## src/rtl/bip_control_unit_if.sv

```systemverilog
// Program-memory and datapath-control bus of the BIP control unit.
// The master side is the sequencer; the slave side is memory plus datapath.
interface bip_control_unit_if #(
  parameter int PC_BITS      = 11,
  parameter int INST_BITS    = 16,
  parameter int OPERAND_BITS = 11,
  parameter int COUNT_BITS   = 32
);
  logic [PC_BITS-1:0]      o_pc;
  logic [INST_BITS-1:0]    i_instruction;
  logic [OPERAND_BITS-1:0] o_operand;
  logic [1:0]              o_sel_a;
  logic                    o_sel_b;
  logic                    o_op;
  logic                    o_wr_acc;
  logic                    o_rd_ram;
  logic                    o_wr_ram;
  logic                    o_halt;
  logic [COUNT_BITS-1:0]   o_clk_count;

  modport master (
    output o_pc, o_operand, o_sel_a, o_sel_b, o_op,
    output o_wr_acc, o_rd_ram, o_wr_ram, o_halt, o_clk_count,
    input  i_instruction
  );

  modport slave (
    input  o_pc, o_operand, o_sel_a, o_sel_b, o_op,
    input  o_wr_acc, o_rd_ram, o_wr_ram, o_halt, o_clk_count,
    output i_instruction
  );
endinterface

```

## src/rtl/bip_control_unit.sv

```systemverilog
// BIP instruction sequencer: two-cycle FETCH/EXEC loop, one-cycle decode strobes,
// terminal HALT and a saturating cycle counter for the host.
module bip_control_unit #(
  parameter int PC_BITS      = 11,
  parameter int INST_BITS    = 16,
  parameter int OPCODE_BITS  = 5,
  parameter int OPERAND_BITS = 11,
  parameter int COUNT_BITS   = 32
) (
  input  logic               clk,
  input  logic               rst,
  bip_control_unit_if.master bus
);

  typedef enum logic [1:0] {
    FETCH = 2'd0,
    EXEC  = 2'd1,
    HALT  = 2'd2
  } state_t;

  localparam logic [OPCODE_BITS-1:0] OP_HLT  = OPCODE_BITS'(0);
  localparam logic [OPCODE_BITS-1:0] OP_STO  = OPCODE_BITS'(1);
  localparam logic [OPCODE_BITS-1:0] OP_LD   = OPCODE_BITS'(2);
  localparam logic [OPCODE_BITS-1:0] OP_LDI  = OPCODE_BITS'(3);
  localparam logic [OPCODE_BITS-1:0] OP_ADD  = OPCODE_BITS'(4);
  localparam logic [OPCODE_BITS-1:0] OP_ADDI = OPCODE_BITS'(5);
  localparam logic [OPCODE_BITS-1:0] OP_SUB  = OPCODE_BITS'(6);
  localparam logic [OPCODE_BITS-1:0] OP_SUBI = OPCODE_BITS'(7);

  localparam logic [COUNT_BITS-1:0] COUNT_MAX = {COUNT_BITS{1'b1}};

  state_t                  state_r;
  logic [PC_BITS-1:0]      pc_r;
  logic [COUNT_BITS-1:0]   count_r;
  logic                    halt_r;

  logic [OPCODE_BITS-1:0]  opcode_s;
  logic [OPERAND_BITS-1:0] operand_s;
  logic [1:0]              sel_a_s;
  logic                    sel_b_s;
  logic                    op_s;
  logic                    wr_acc_s;
  logic                    rd_ram_s;
  logic                    wr_ram_s;

  assign opcode_s = bus.i_instruction[INST_BITS-1 -: OPCODE_BITS];

  // Sequencer state, program counter, halt flag and cycle counter.
  always_ff @(posedge clk) begin
    if (!rst) begin
      state_r <= FETCH;
      pc_r    <= {PC_BITS{1'b0}};
      count_r <= {COUNT_BITS{1'b0}};
      halt_r  <= 1'b0;
    end else begin
      // Counter stops once halted so the host reads the program's run time.
      if ((state_r != HALT) && (count_r != COUNT_MAX)) begin
        count_r <= count_r + COUNT_BITS'(1);
      end
      case (state_r)
        FETCH: state_r <= EXEC;
        EXEC: begin
          if (opcode_s == OP_HLT) begin
            state_r <= HALT;
            halt_r  <= 1'b1;
          end else begin
            pc_r    <= pc_r + PC_BITS'(1);
            state_r <= FETCH;
          end
        end
        HALT:    state_r <= HALT;
        default: state_r <= FETCH;
      endcase
    end
  end

  // Single-cycle decode of the fetched instruction; quiet outside EXEC.
  always_comb begin
    sel_a_s   = 2'd0;
    sel_b_s   = 1'b0;
    op_s      = 1'b0;
    wr_acc_s  = 1'b0;
    rd_ram_s  = 1'b0;
    wr_ram_s  = 1'b0;
    operand_s = {OPERAND_BITS{1'b0}};
    if (state_r == EXEC) begin
      operand_s = bus.i_instruction[OPERAND_BITS-1:0];
      case (opcode_s)
        OP_STO: wr_ram_s = 1'b1;
        OP_LD: begin
          rd_ram_s = 1'b1;
          wr_acc_s = 1'b1;
        end
        OP_LDI: begin
          sel_a_s  = 2'd1;
          wr_acc_s = 1'b1;
        end
        OP_ADD: begin
          rd_ram_s = 1'b1;
          sel_a_s  = 2'd2;
          wr_acc_s = 1'b1;
        end
        OP_ADDI: begin
          sel_b_s  = 1'b1;
          sel_a_s  = 2'd2;
          wr_acc_s = 1'b1;
        end
        OP_SUB: begin
          rd_ram_s = 1'b1;
          op_s     = 1'b1;
          sel_a_s  = 2'd2;
          wr_acc_s = 1'b1;
        end
        OP_SUBI: begin
          sel_b_s  = 1'b1;
          op_s     = 1'b1;
          sel_a_s  = 2'd2;
          wr_acc_s = 1'b1;
        end
        default: wr_ram_s = 1'b0;
      endcase
    end else begin
      operand_s = {OPERAND_BITS{1'b0}};
    end
  end

  assign bus.o_pc        = pc_r;
  assign bus.o_halt      = halt_r;
  assign bus.o_clk_count = count_r;
  assign bus.o_operand   = operand_s;
  assign bus.o_sel_a     = sel_a_s;
  assign bus.o_sel_b     = sel_b_s;
  assign bus.o_op        = op_s;
  assign bus.o_wr_acc    = wr_acc_s;
  assign bus.o_rd_ram    = rd_ram_s;
  assign bus.o_wr_ram    = wr_ram_s;

endmodule

```

## src/flat_wrapper.sv

```systemverilog
// flat-port wrapper written by rule: the top's interface ports become plain ports
module bip_control_unit_flat 
#(
  parameter int PC_BITS      = 11,
  parameter int INST_BITS    = 16,
  parameter int OPCODE_BITS  = 5,
  parameter int OPERAND_BITS = 11,
  parameter int COUNT_BITS   = 32
)
  (clk, rst, bus_o_pc, bus_o_operand, bus_o_sel_a, bus_o_sel_b, bus_o_op, bus_o_wr_acc, bus_o_rd_ram, bus_o_wr_ram, bus_o_halt, bus_o_clk_count, bus_i_instruction);
  bip_control_unit_if #(.PC_BITS(PC_BITS), .INST_BITS(INST_BITS), .OPERAND_BITS(OPERAND_BITS), .COUNT_BITS(COUNT_BITS)) bus_i ();
  input  logic clk;
  input  logic rst;
  output wire logic [$bits(bus_i.o_pc)-1:0] bus_o_pc;
  output wire logic [$bits(bus_i.o_operand)-1:0] bus_o_operand;
  output wire logic [$bits(bus_i.o_sel_a)-1:0] bus_o_sel_a;
  output wire logic [$bits(bus_i.o_sel_b)-1:0] bus_o_sel_b;
  output wire logic [$bits(bus_i.o_op)-1:0] bus_o_op;
  output wire logic [$bits(bus_i.o_wr_acc)-1:0] bus_o_wr_acc;
  output wire logic [$bits(bus_i.o_rd_ram)-1:0] bus_o_rd_ram;
  output wire logic [$bits(bus_i.o_wr_ram)-1:0] bus_o_wr_ram;
  output wire logic [$bits(bus_i.o_halt)-1:0] bus_o_halt;
  output wire logic [$bits(bus_i.o_clk_count)-1:0] bus_o_clk_count;
  input wire logic [$bits(bus_i.i_instruction)-1:0] bus_i_instruction;
  assign bus_o_pc = bus_i.o_pc;
  assign bus_o_operand = bus_i.o_operand;
  assign bus_o_sel_a = bus_i.o_sel_a;
  assign bus_o_sel_b = bus_i.o_sel_b;
  assign bus_o_op = bus_i.o_op;
  assign bus_o_wr_acc = bus_i.o_wr_acc;
  assign bus_o_rd_ram = bus_i.o_rd_ram;
  assign bus_o_wr_ram = bus_i.o_wr_ram;
  assign bus_o_halt = bus_i.o_halt;
  assign bus_o_clk_count = bus_i.o_clk_count;
  assign bus_i.i_instruction = bus_i_instruction;
  bip_control_unit #(.PC_BITS(PC_BITS), .INST_BITS(INST_BITS), .OPCODE_BITS(OPCODE_BITS), .OPERAND_BITS(OPERAND_BITS), .COUNT_BITS(COUNT_BITS)) u_core (.clk(clk), .rst(rst), .bus(bus_i));
endmodule
```

## config.mk

```make
export PLATFORM = sky130hd
export DESIGN_NAME = bip_control_unit_flat
export DESIGN_NICKNAME = d
export VERILOG_FILES = /design/src/rtl/bip_control_unit_if.sv /design/src/rtl/bip_control_unit.sv /design/src/flat_wrapper.sv
export SDC_FILE = /design/constraint.sdc
export NUM_CORES = 1
export LEC_CHECK = 0
export BUFFER_PORTS_ARGS = -buffer_cell sky130_fd_sc_hd__buf_2
export CAP_MARGIN = 20
export CORE_AREA = 2 2 73 75
export DETAILED_ROUTE_END_ITERATION = 16
export DIE_AREA = 0 0 75 77
export GPL_TIMING_DRIVEN = 0
export PLACE_DENSITY = 0.75
export SLEW_MARGIN = 20
export SYNTH_ARGS = -nofsm -noshare
export SYNTH_HDL_FRONTEND = slang
export SYNTH_SLANG_ARGS = --single-unit
```

## constraint.sdc

```tcl
create_clock -name clk -period 3 [get_ports clk]
set_clock_uncertainty 0.1 [all_clocks]
set_input_delay 0.3 -clock clk [delete_from_list [all_inputs] [get_ports clk]]
set_output_delay 0.3 -clock clk [all_outputs]
set_load 0.01 [all_outputs]
```

## Word level (Yosys, flattened, before mapping)

Index checks and enable logic that the tools add are counted.

- Word-level logic and storage cells: 43
- Memory bits (read-only): 0
- RAM bits: 0
- Output and inout port bits: 62
- Input bits: 18
- Memories: 0
- Bits in latches: 0
- Flip-flop bits (word level): 46

- Shift operators: 0
- Add/subtract/negate cells: 2
- Reductions and logical operators: 10
- Bitwise logic cells: 1
- Divide/modulo/power cells: 0
- Eq/ne operators: 11
- Magnitude comparators: 0
- Mux-type cells: 15
- Multipliers: 0

Operators with widths:

| cell | number |
|---|---|
| adder 32 x 1 -> 32 bit (second input constant) | 1 |
| inequality test 32 bit (second input constant) | 1 |
| equality test 5 x 3 -> 1 bit (second input constant) | 4 |
| adder 11 x 1 -> 11 bit (second input constant) | 1 |
| two-way mux 11 bit | 1 |
| equality test 5 x 2 -> 1 bit (second input constant) | 2 |
| two-way mux 1 bit | 10 |
| case mux 2 bit (3 select lines) | 1 |
| OR reduction 6 bit | 1 |
| equality test 5 x 1 -> 1 bit (second input constant) | 1 |
| logical NOT 5 bit | 1 |
| two-way mux 2 bit | 2 |
| case mux 2 bit (2 select lines) | 1 |
| AND reduction 2 bit | 2 |
| OR reduction 2 bit | 2 |
| OR reduction 4 bit | 1 |
| OR reduction 3 bit | 1 |
| equality test 2 x 1 -> 1 bit (second input constant) | 1 |
| equality test 2 bit (second input constant) | 1 |
| logical NOT 2 bit | 1 |
| inequality test 2 bit (second input constant) | 1 |
| logical AND 1 bit | 1 |
| inverter 1 bit | 1 |

## Logic depth before layout (Yosys ltp)

Gate-level depths: netlist (run 1).

- Depth after elaboration: 4
- Depth in mapped cells: 7
- Depth with buffers taken out: 6

## Least setup slack after synthesis (run 1)

OpenSTA, ideal clock, no wires.

- Path type: reg2reg
- From: register u_core.count_r[0], in the netlist u_core.bus.o_clk_count[0]
- To: register u_core.count_r[26], in the netlist u_core.bus.o_clk_count[26]
- Slack: 0.838 ns
- Library setup time: 0.071 ns
- Cell stages (with the launch flop): 7
- Arrival: 1.991 ns
- Buffers on the path: 0
- Period minus slack after synthesis: 2.162 ns
- Required time: 2.829 ns
- Cells stage by stage: dfxtp_1 -> ha_1 -> and4_2 -> nand4_4 -> or3_4 -> or4_1 -> a21oi_1

- Longest elaborated chain between the ends: 2
- Elaborated cells on any way between the ends: 3
- Classes of those cells: add/sub (1); eq/ne (1); reduce/logical (1)

RTL lines:

| what | line | text |
|---|---|---|
| start, declared | bip_control_unit.sv:34 | `logic [COUNT_BITS-1:0] count_r;` |
| start signal, assigned | bip_control_unit.sv:53 | `count_r <= {COUNT_BITS{1'b0}};` |
| start signal, assigned | bip_control_unit.sv:58 | `count_r <= count_r + COUNT_BITS'(1);` |
| parallel branches: the longest is 2 deep, another holds adder 32 x 1 -> 32 bit | -- |  |

Parallel ways; which one is timed is not known.
A chain may end at the register's enable or synchronous reset.

## Final worst setup path (run 1)

- From: register u_core.count_r[0], in the netlist u_core.bus.o_clk_count[0]
- To: register u_core.count_r[12], in the netlist u_core.bus.o_clk_count[12]

The elaborated chain is that of the path after synthesis.

==> summary.md, run 1 <==
| Metric | Value |
|---|---|
| Met3 Wirelength | `280 um` |
| Placed insts | `433` |
| CTS Hold Bufs | `0` |
| Footprint of the multi-input gates | `0.001425 sq mm` |
| Register area | `920.9 sq um` |
| Slew Viols, Final | `0` |
| Via/cell ratio | `5.519` |
| Top delay family on crit path | `compound AO/OA/AOI/OAI gates` |
| Share of post-route cells with drive strength above 1 | `0.2857` |
| Clock Path Buffers | `2` |
| Starting Density | `0.4879` |
| DRT met1 WL | `2888 um` |
| CTS sink count | `46` |
| Max Used Layer | `met4` |
| Syn Nets | `305` |
| Die Wd | `75 um` |
| Synth area leaders | `dfxtp_1 38%, a21oi_1 4.5%, xnor2_1 4.3%` |
| Cell Area, Synth | `0.002429 sq mm` |
| Worst-path cell chain | `ha_1 > and4_2 > nand4_4 > o21ai_1 > buf_2 > nor4_1 > o21a_1` |
| Layout area overhead | `24.21%` |
| FMAX | `0.3930 GHz` |
| Total gr overflow | `0` |
| Wire per inst | `13.87 um` |
| Min Clock Period, post-route | `2.545 ns` |
| Worst setup SP type | `flop` |
| Fillers | `457` |
| Crit Path Max Fanout | `10` |
| Most common cell after layout, fill and taps aside | `buf_2` |
| Sum of negative setup slack | `0 ns` |
| Synth area leader | `dfxtp_1` |
| Via count | `2434` |
| Vias in the first global route | `2164` |
| Worst EP arrival | `2.65 ns` |
| First-pass GRT wire length | `9998 um` |
| RSZ-0062 raised after global routing | `false` |
| Final Core Density | `0.6061` |
| Chip height | `77 um` |
| Final std cells w/o fill | `441` |
| I/O Pins | `80` |
| Die area | `0.005775 sq mm` |
| Core box area | `0.004977 sq mm` |
| Relative slew margins | `0.5841` |
| Final-report setup violation count | `0` |
| CP Class | `flop to flop` |
| Final antenna-violating net count | `0` |
| Clk pin slew, worst setup/hold paths | `0.09 ns` |
| DRT iter0 DRCs | `148` |
| Resized Gates After CTS | `0` |
| GP Congestion | `0.8561` |
| Async S/R FF share, synth | `0` |
| Design Power | `1.179 mW` |
| Syn_area_per_cell | `8.521 sq um` |
| Final wirelength | `6117 um` |
| TritonRoute pass-1 iters | `5` |
| Bufs and invs on worst path | `1` |
| Crit-path slowest cell | `o21ai_1` |
| Synth warn | `0` |
| Clock root buffer | `clkbuf_8` |
| Worst Path Required | `3.11 ns` |
| Final net count | `390` |
| # Post-CTS Setup Buffers | `0` |
| DRC errors left | `0` |
| Endpoint type of the worst setup path | `flop` |
| Diodes inserted | `0` |
| Initial antenna violation count | `0` |
| Outcome | `completed` |
| Site Rows | `26` |
| Register area share after synthesis | `0.3792` |
| Syn Inst Count | `285` |
| Power Dens Cells | `390.7 mW/mm^2` |
| Primary FF master, synth | `dfxtp_1` |
| Final hold vios | `0` |
| Post-synth EDFFs | `0` |
| Worst Hold Class | `input port to flop` |
| DPL Wire Length | `4521 um` |
| Final Cycle Share | `0.8482` |
| Routed length on met2 | `2872 um` |
| Max_cap viols | `0` |
| GRT Total Usage | `0.2212` |
| Slowest Stage Delay on Critical Path | `0.55 ns` |
| Most frequent cells in the layout | `80 x buf_2, 46 x dfxtp_1, 23 x nand2_1` |
| H-tree Lvls | `2` |
| Clock latency on the worst-skew pair | `0.31 ns` |
| Yosys reg bits | `46` |
| Synth unique cells | `49` |
| Lkg Pwr | `1.250 nW` |
| Worst-Margin Slew | `0.6197 ns` |
| Synth top area share | `0.3792` |
| TritonCTS clock tree | `yes` |
| VDD IR max | `0.2698 mV` |
| CTS Buf Count | `5` |
| Largest net degree at the start of global routing | `15` |
| IO buf count | `78` |
[cell type report]
type	count	area share
clock buffers	6	0.02406
flip-flops and latches	46	0.3053
inverters	8	0.009954
well taps	70	0.02903
multi-input cells	220	0.4724
repair buffers	78	0.1294
plain buffers	11	0.01742
clock inverters	2	0.01244
[power breakdown]
part	leakage (nW)	internal [mW]	switching, mW
clock network	0.0514	0.249	0.217
logic	0.826	0.0377	0.0475
registers	0.372	0.618	0.00996
total	1.25	0.904	0.275
[cell usage after synthesis, types with 2 or more instances]
library cell and count:
o21a_1 3, nor2_1 21, dfxtp_1 46, xor2_1 4, and2_1 14, or3_1 10, and3_1 3, ha_1 2
or2b_1 2, nor4_1 5, clkbuf_1 6, nor3_1 8, nand3_1 11, buf_2 2, o2111ai_1 2, and4_1 4
a21oi_1 22, nand4_1 12, inv_1 8, xnor2_1 12, nand2_1 23, and4_2 4, nand2b_1 2, o31ai_1 8
mux2i_1 4, nor2b_1 3, o21ai_0 11, o211a_1 2, or4_1 9, a211oi_1 2, buf_4 2
[state kept, by name, indices dropped and copies added, names as in the netlist]
name and flops:
u_core.bus.o_clk_count 32, u_core.state_r 2, u_core.bus.o_halt 1, u_core.bus.o_pc 11
[logic make-up (layout without fill, tap and decap cells)]
kind of cell               after synthesis  after routing  synth area share
adders and majority gates                2              2           0.01030
and+or+nand+nor                        143            143            0.3550
DFF                                     46             46            0.3792
buffers and inverters                   19            105           0.03400
muxes                                    4              4           0.01649
AOI/OAI and AO/OA                       55             55            0.1473
xor gates and xnor gates                16             16           0.05770
[through the flow]
step	setup WS (ns)	hold WS (ns)	cell area [sq um]
after floorplan	0.8383	0.3406	2429
after global placement	0.5833	0.3528	2907
after detailed placement	0.5245	0.3716	2907
after CTS	0.5047	0.1680	3017
after global routing	0.2669	0.1611	3017
final	0.4553	0.1686	3017
[routing by layer]
metal / vias to the layer above / GRT usage
li1: 1222 / -
met1: 1148 / 0.3013
met2: 57 / 0.3395
met3: 7 / 0.05388
met4: 0 / 0.07143
met5: - / 0
[worst paths after layout]
kind / from / to / slack (ns) / depth (start not counted)
worst max-delay path: u_core.bus.o_clk_count[0] / u_core.bus.o_clk_count[12] / 0.46 / 7
worst min-delay path: rst / u_core.bus.o_clk_count[12] / 0.17 / 2
worst max register to register: u_core.bus.o_clk_count[0] / u_core.bus.o_clk_count[12] / 0.46 / 7
worst min register to register: u_core.state_r[1] / u_core.state_r[0] / 0.38 / 1
No activity file was read; power rests on OpenSTA's default activity.
==> run 2, diff against run 1 <==
clock period = 2.55 ns   (was 3 ns; I/O delays follow)
==> summary.md, run 2 (same netlist as run 1, synthesis figures left out) <==
| Metric | Value |
|---|---|
| Slew Viols, Final | `0` |
| Worst setup SP type | `flop` |
| DRT iter0 DRCs | `121` |
| Sw power | `320.6 uW` |
| Min Clock Period, post-route | `2.387 ns` |
| Final Cycle Share | `0.9362` |
| Power Dens Cells | `458.2 mW/mm^2` |
| Worst Path Required | `2.68 ns` |
| Final hold vios | `0` |
| Final std cells w/o fill | `441` |
| Max reg flops | `32` |
| H-tree Lvls | `2` |
| Clock latency on the worst-skew pair | `0.30 ns` |
| Core box area | `0.004977 sq mm` |
| Register area | `920.9 sq um` |
| Final net count | `390` |
| CTS Hold Bufs | `0` |
| Resized Gates After CTS | `0` |
| CTS Buf Count | `5` |
| RSZ-0062 raised after global routing | `false` |
| Layout area overhead | `24.37%` |
| Clock Path Buffers | `2` |
| VDD IR max | `0.3178 mV` |
| CP Class | `flop to flop` |
| Clk pin slew, worst setup/hold paths | `0.09 ns` |
| Via/cell ratio | `5.447` |
| Post-DP Area | `0.002907 sq mm` |
| Placed insts | `433` |
| Wire per inst | `13.78 um` |
| Clock power share | `0.394` |
| Diodes inserted | `0` |
| Site Rows | `26` |
| Die area | `0.005775 sq mm` |
| Reg2Reg Depth | `6` |
| Crit Path Max Fanout | `9` |
| Worst Hold Class | `input port to flop` |
| Outcome | `completed` |
| Largest net degree at the start of global routing | `15` |
| Most common cell after layout, fill and taps aside | `buf_2` |
| Relative slew margins | `0.6248` |
| Worst-Margin Slew | `0.5586 ns` |
| TritonRoute pass-1 iters | `4` |
| Sw frac | `0.2317` |
| Lkg Pwr | `1.252 nW` |
| IO buf count | `78` |
| Chip height | `77 um` |
| Sum of negative setup slack | `0 ns` |
| Initial antenna violation count | `0` |
| Most frequent cells in the layout | `80 x buf_2, 46 x dfxtp_1, 23 x nand2_1` |
| Combinational power share | `0.072` |
| Cell internal pwr | `1.063 mW` |
| I/O Pins | `80` |
| # Post-CTS Setup Buffers | `0` |
| Starting Density | `0.4879` |
| TritonCTS clock tree | `yes` |
| Final wirelength | `6075 um` |
| Total gr overflow | `0` |
| Final-report setup violation count | `0` |
| Design Power | `1.384 mW` |
| GRT Total Usage | `0.2212` |
| Clock root buffer | `clkbuf_8` |
| First-pass GRT wire length | `9998 um` |
| FMAX | `0.4189 GHz` |
| Fillers | `455` |
| Max_cap viols | `0` |
| Footprint of the multi-input gates | `0.001429 sq mm` |
| Share of post-route cells with drive strength above 1 | `0.2884` |
| Worst EP arrival | `2.52 ns` |
| Hold WS | `0.1281 ns` |
| Endpoint type of the worst setup path | `flop` |
| Sequential fraction of design power | `0.533` |
| Die Wd | `75 um` |
| Via count | `2402` |
| GP Congestion | `0.8561` |
| Hold depth | `2` |
| Vias in the first global route | `2164` |
| Final antenna-violating net count | `0` |
| Design area | `0.003020 sq mm` |
| DPL Wire Length | `4521 um` |
| CTS sink count | `46` |
| DRC errors left | `0` |
run 2: cell counts in the layout (fill, tap and decap cells not counted):
No cell type changed its count.
run 2: area by class of cell:
class	instances	share of cell area
clock inverter	2	0.01243
clock buffer	6	0.02403
sequential	46	0.3049
inverter	8	0.009942
buffer	11	0.01740
multi-input combinational	220	0.4731
tap	70	0.02900
timing repair buffer	78	0.1292
run 2: path summary, 6_finish.rpt:
path | slack, ns | startpoint | to
worst max register to register | 0.16 | u_core.bus.o_clk_count[0] | u_core.bus.o_clk_count[26]
worst min-delay path | 0.13 | rst | u_core.bus.o_clk_count[12]
worst max-delay path | 0.16 | u_core.bus.o_clk_count[0] | u_core.bus.o_clk_count[26]
worst min register to register | 0.38 | u_core.state_r[1] | u_core.state_r[0]
run 2: per-stage QoR:
step	util	setup slack [ns]
2_1_floorplan	-	0.3883
3_3_place_gp	0.5840	0.1333
3_5_place_dp	0.5840	0.07453
4_1_cts	0.6061	0.05473
5_1_grt	0.6068	0.03005
6_report	0.6068	0.1627
run 2: worst max-delay path: stages (launching register included):
cell     delay, ns
dfxtp_1       0.44
ha_1          0.26
and4_2        0.31
nand4_4       0.19
or3_4         0.43
or4_1         0.41
a21oi_1       0.17
run 2: metal layers:
metal / GRT usage / part of all wire
met1: 0.3013 / 0.46
met2: 0.3395 / 0.47
met3: 0.05388 / 0.055
met4: 0.07143 / 0.011
met5: 0 / 0
run 2: power by group through the flow:
stage               combinational (mW)  clock [mW]  sequential (mW)
global route                     0.112       0.587            0.741
floorplan                       0.0536           0            0.757
global placement                0.0982           0            0.755
CTS                              0.101       0.558            0.738
detailed placement               0.101           0            0.755
finish                           0.100       0.546            0.738
